**src/rtl/avr109txfifo.sv**
```systemverilog
// avr109txfifo: byte queue feeding the AVR109 UART transmitter (avr109tx)
// Ports: clk/rst (sync, active-high); wr_data/wr_en enqueue from the core;
//   full/afull/level occupancy flags; overflow sticky (cleared by ovf_clr);
//   tx_data/tx_avail head byte to the transmitter, popped when tx_ready is high.
// Optional: define AVR109TXFIFO_PAUSE_EN to add input pause, which holds off tx_avail.
module avr109txfifo #(
  parameter int DEPTH_LOG2  = 4,
  parameter int AFULL_LEVEL = 12
) (
  input  logic                  clk,
  input  logic                  rst,
  input  logic [7:0]            wr_data,
  input  logic                  wr_en,
  output logic                  full,
  output logic                  afull,
  output logic [DEPTH_LOG2:0]   level,
  output logic                  overflow,
  input  logic                  ovf_clr,
  output logic [7:0]            tx_data,
  output logic                  tx_avail,
  input  logic                  tx_ready
`ifdef AVR109TXFIFO_PAUSE_EN
  ,
  input  logic                  pause
`endif
);
  localparam int DEPTH = 2 ** DEPTH_LOG2;
  logic [7:0] mem [DEPTH];
  logic [DEPTH_LOG2-1:0] rd_ptr, wr_ptr;
  logic push, pop;
  always_comb begin
    full = level == (DEPTH_LOG2+1)'(DEPTH);
    afull = level >= (DEPTH_LOG2+1)'(AFULL_LEVEL);
`ifdef AVR109TXFIFO_PAUSE_EN
    tx_avail = (level != '0) & ~pause;
`else
    tx_avail = level != '0;
`endif
    tx_data = mem[rd_ptr];
    push = wr_en & ~full;
    pop = tx_avail & tx_ready;
  end
  always_ff @(posedge clk) begin
    if (rst) begin
      rd_ptr <= '0;
      wr_ptr <= '0;
      level <= '0;
      overflow <= 1'b0;
    end else begin
      rd_ptr <= rd_ptr + DEPTH_LOG2'(pop);
      wr_ptr <= wr_ptr + DEPTH_LOG2'(push);
      level <= level + (DEPTH_LOG2+1)'(push) - (DEPTH_LOG2+1)'(pop);
      overflow <= (wr_en & full) | (overflow & ~ovf_clr);
    end
  end
  always_ff @(posedge clk)
    if (push) mem[wr_ptr] <= wr_data;
endmodule

```
**config.mk**
```make
export PLATFORM = sky130hd
export DESIGN_NAME = avr109txfifo
export DESIGN_NICKNAME = d
export VERILOG_FILES = /design/src/rtl/avr109txfifo.sv
export SDC_FILE = /design/constraint.sdc
export NUM_CORES = 1
export LEC_CHECK = 0
export ABC_AREA = 1
export CORE_MARGIN = 1
export CORE_UTILIZATION = 36
export CTS_CLUSTER_DIAMETER = 150
export DETAILED_ROUTE_END_ITERATION = 7
export GPL_ROUTABILITY_DRIVEN = 0
export PLACE_DENSITY = 0.49
export SETUP_SLACK_MARGIN = 0.3
export SYNTH_ARGS = -nofsm -noshare
export SYNTH_HDL_FRONTEND = slang
export SYNTH_SLANG_ARGS = --single-unit
```
**constraint.sdc**
```tcl
create_clock -name clk -period 4.1 [get_ports clk]
set_input_delay 0.82 -clock clk [delete_from_list [all_inputs] [get_ports clk]]
set_output_delay 0.82 -clock clk [all_outputs]
set_load 0.03 [all_outputs]
```
[Yosys cells after proc, flatten, opt, wreduce, memory -nomap -nowiden]
Memory sizes are Yosys's and may differ from the RTL's. A register that Yosys moved wholly into a read port is not among the register bits.
Cells that the tools add are included.
Storage, ports and cells
  word-level logic and storage cells: 22
  RAM bits: 128
  register bits: 14
  memories: 1
  input port bits: 13
  output and inout bits: 17
Cells by class
  muxes and demuxes: 3
  bitwise operators: 7
  add/sub/neg operators: 4
  $lt $le $gt $ge: 1
  reduce and logical (&&, ||, !) cells: 1
  equality and inequality tests: 1
Memories
  mem: words 16, bits a word 8, rd ports 1, clocked after memory_dff 1, write ports 1, RTL line 28  | logic [7:0] mem [DEPTH];
Operators by type and width (count)
  $add 4x1->4: 2
  $add 5x1->5: 1
  $eq 5x5->1 const B: 1
  $ge 5x4->1 const B: 1
  $reduce_bool 5->1: 1
  $sub 5x1->5: 1
  $and 1x1->1: 4
  $mux 4: 1
  $mux 1: 2
  $not 1->1: 2
  $or 1x1->1: 1

[Longest topological paths before layout]
  depth in word-level cells: 5
  mapped depth: 17
  depth with buffers taken out: 17

[Worst setup path after synthesis]
No wires, ideal clock.
  path kind: reg2reg
  from: reg level[2]
  to: reg level[4]
  setup time: 113 ps
  arrival: 2460 ps
  required time: 3987 ps
  cell stages (with the launch flop): 17
  slack: 1528 ps
  period minus slack after synthesis: 2572 ps
  buffers on the path: 0
  path through: dfxtp_1 -> inv_1 -> ha_1 -> nand4_1 -> nand2_1 -> inv_1 -> ha_1 -> inv_1 -> ha_1 -> inv_1 -> fa_1 -> inv_1 -> nand2_1 -> nand2_1 -> a21oi_1 -> nor2_1 -> nor2_1
On the way
  elaborated cells on any way between the ends: 7
  classes of those cells: add/sub (2); eq/ne (1); bitwise (3); reduce/logical (1)
RTL lines
  from (decl): RTL line 16  | output logic [DEPTH_LOG2:0] level,
  from (signal assigned): RTL line 52  | level <= level + (DEPTH_LOG2+1)'(push) - (DEPTH_LOG2+1)'(pop);
  $reduce_bool 5->1: RTL line 37  | tx_avail = level != '0;
  via tx_avail: RTL line 20  | output logic tx_avail,
  $and 1x1->1: RTL line 41  | pop = tx_avail & tx_ready;
  $sub 5x1->5: RTL line 52
The timed path passes the listed nets, and every way through them passes these cells.
A chain may end at the register's enable or synchronous reset.

==> results by group <==
Detailed routing
  – Via count: 4175
  – Antenna Nets Post-Route: 0
  – Initial detailed-routing violation count: 208
  – Total Wirelength: roughly 15000 um
  – Drc violations: 0
  – WL per Instance: around 16 um
  – Vias/cell: 4.618
  – Initial DRT Pass Iterations: 5

Die
  – Die Height: 134.8 um
  – Initial Util: 36.82%
  – Floorplan core area: between 0.015 and 0.02 mm2
  – Die Wd: 134.8 um
  – Num rows: 48
  – I/O pin count: 30
  – Die Footprint: 0.01816 mm2

Clock network
  – Clock sinks: 142
  – TritonCTS buffer count: 17
  – Hold buffers post-CTS: 0
  – Post-CTS setup buffers: 0
  – CTS tree: done
  – Clock Tree Buf Depth: 2
  – Clk slew on worst S/H paths: 0.06 ns
  – Clock Tree Root: clkbuf_16
  – H-tree Lvls: 4
  – Skew-Pair Late Insertion Delay: a little over 0.4 ns
  – Gates resized, CTS repair: 0

Finish
  – Share of layout cells above drive strength 1: 5.596%
  – NumNets Final: between 600 and 700
  – N_diodes: 0
  – Post-route cell area: ~0.0074 mm2
  – P&R area growth vs syn: 16.32%

Pwr
  – Sequential Power Share: around 37%
  – Switch Pwr: between 1.5 and 2 mW
  – Pwr dens: around 630 mW/mm2
  – Clock share of power: 33.6%
  – Internal power: 3.127 mW
  – Switching share of total power: 33.01%
  – Worst vdd ir: 0.3793 mV
  – Comb pwr share: 29.8%
  – Leak: roughly 3.1 nW

Setup path
  – Req. time, crit path: 3.28 ns
  – Worst flop-to-flop path startpoint: level[2]
  – Crit-path slowest cell: inv_2
  – R2r endpoint: mem[13][5]
  – R2R setup slack: between 1.5 and 2 ns
  – Worst setup startpoint: rd_ptr[0]
  – Delay of the slowest cell on the worst path: 0.65 ns
  – Kind of critical path: flop to output pin
  – Most used cell, CP: nand3_1
  – Crit Path Max Fanout: 50
  – End of the critical path: tx_data[5]
  – Worst Setup Start Kind: flop
  – Crit. End Element: output pin
  – Worst path cell trace: inv_2 > buf_4 > nand2_1 > nand3_1 > nand3_1 > nand3_1 > nand2_1 > clkdlybuf4s50_1
  – Critical Path AT: 2.79 ns
  – Reg2Reg Depth: 7

STA
  – Max-slew violations: 0
  – Sum of negative setup slack: 0 ns
  – Unrepaired setup endpoints after global routing: no
  – Setup violators final: 0
  – Crit share post-route: 88.11%
  – Skew final: 0.01052 ns
  – Final Hold Fails: 0
  – Fmax: 0.2768 GHz
  – Worst-margin pin slew: 1.015 ns
  – Fin crit period: approximately 3.6 ns
  – Rel. slew slack: 32.07%

Yosys
  – Cell Area, Synth: about 0.0063 mm2
  – Yosys top cell by area: edfxtp_1
  – Asr flop ratio synth: 0%
  – Syn nets: 664
  – Synth Area per Inst: a little under 10 um2
  – YS warnings: 0
  – FF+latch count, synth: 142
  – EDFF count, synth: 128
  – Distinct cells, synth: 18
  – Count leader, synth: nand2_1
  – Post-synth top cells: 185 x nand2_1, 128 x edfxtp_1, 125 x inv_1
  – Top FF cell, synth: edfxtp_1
  – Yosys top cell area share: 60.57%
  – Cells after synthesis: 638
  – Seq/Total Area, Yosys: 64.98%
  – Synth area leaders: edfxtp_1 61%, nand2_1 11%, nand3_1 8.1%

Hold path
  – HP Class: flop to flop

Global routing
  – Total gr overflow: 0
  – Initial antenna violation count: 0
  – Vias in the first global route: roughly 4100
  – First-pass GRT wire length: 23220 um
  – Largest net degree at the start of global routing: 66
  – Total track usage: 17.61%

Placed design
  – Port bufs: 29
  – Placed instance area: 0.006779 mm2
  – Post-DP HPWL: about 9000 um

Flow run
  – Max cap viols: 0

Outcome
  – Status: complete, no violations
[sequential cells by signal (all words and copies together), names as in the netlist]
signal	flops
level	5
mem	128
overflow	1
rd_ptr	4
wr_ptr	4
[area by class of cell]
class / count / area [um2]
clock buffers: 18 / 429.2
clock inverters: 14 / 173.9
fillers: 1647 / 9854
inverters: 128 / 480.5
multi-input cells: 343 / 1564
flip-flops and latches: 142 / 4125
well taps: 225 / 281.5
repair buffers: 34 / 327.8
[cells in the final DEF, fill, tap and decap left out, types with 7 or more instances in the layout]
| cell | n |
|---|---|
| inv_1 | 125 |
| dfxtp_1 | 13 |
| ha_1 | 12 |
| clkinv_2 | 7 |
| nand3_1 | 103 |
| clkdlybuf4s50_1 | 29 |
| a21oi_1 | 7 |
| nor2_1 | 29 |
| nand2_1 | 185 |
| edfxtp_1 | 128 |
| clkbuf_16 | 17 |
[per-layer routing]
layer  vias to the layer above  GRT usage (%)  share of wire, %
li1                       2093              -                 -
met2                        81          28.32                47
met4                         0          4.682              0.53
met3                         4          4.092               4.1
met1                      1997          23.88                48
met5                         -              0                 0
[power groups by stage]
| stage | sequential [mW] | clock (mW) | combinational, mW |
|---|---|---|---|
| after floorplan | 1.77 | 0 | 0.935 |
| after detailed placement | 1.74 | 0 | 1.40 |
| final | 1.71 | 1.57 | 1.39 |
| after global placement | 1.74 | 0 | 1.39 |
| after CTS | 1.71 | 1.59 | 1.41 |
| after global routing | 1.72 | 1.65 | 1.55 |
[how the worst min path moves through the flow]
stage / depth (start not counted) / slack, ns / end / start
finish: 2 / 0.47 / overflow / overflow
CTS: 2 / 0.48 / overflow / overflow
floorplan: 2 / 0.49 / wr_ptr[3] / wr_ptr[3]
global placement: 2 / 0.45 / overflow / overflow
detailed placement: 2 / 0.47 / overflow / overflow
global route: 2 / 0.50 / overflow / overflow
[logic make-up (layout without fill, tap and decap cells)]
group,Yosys count,count (layout),synth area share [%]
compound gates,9,9,0.7097
xor+xnor,2,2,0.2761
fa+ha+maj,13,13,2.681
buf+inv,153,194,10.37
flops,142,142,64.98
simple gates,319,319,20.98
[per-stage QoR]
| stage | setup WS (ns) | util (%) | total power [mW] | std cells | hold slack [ns] |
|---|---|---|---|---|---|
| 2_1_floorplan | 1.528 | - | 2.709 | 638 | 0.4906 |
| 3_3_place_gp | 0.9329 | 39.33 | 3.127 | 872 | 0.4544 |
| 3_5_place_dp | 0.9004 | 39.33 | 3.135 | 872 | 0.4665 |
| 4_1_cts | 0.4546 | 42.83 | 4.708 | 904 | 0.4784 |
| 5_1_grt | 0.3250 | 42.83 | 4.922 | 904 | 0.5006 |
| 6_report | 0.4874 | 42.83 | 4.669 | 904 | 0.4746 |
[critical path, delay by kind of cell, from the launching register on]
kind / cells / cell delay (ns)
buffers and inverters: 3 / 1.57
flip-flops: 1 / 0.32
AND/OR/NAND/NOR: 5 / 0.47
Power figures use the tool's default switching activity.
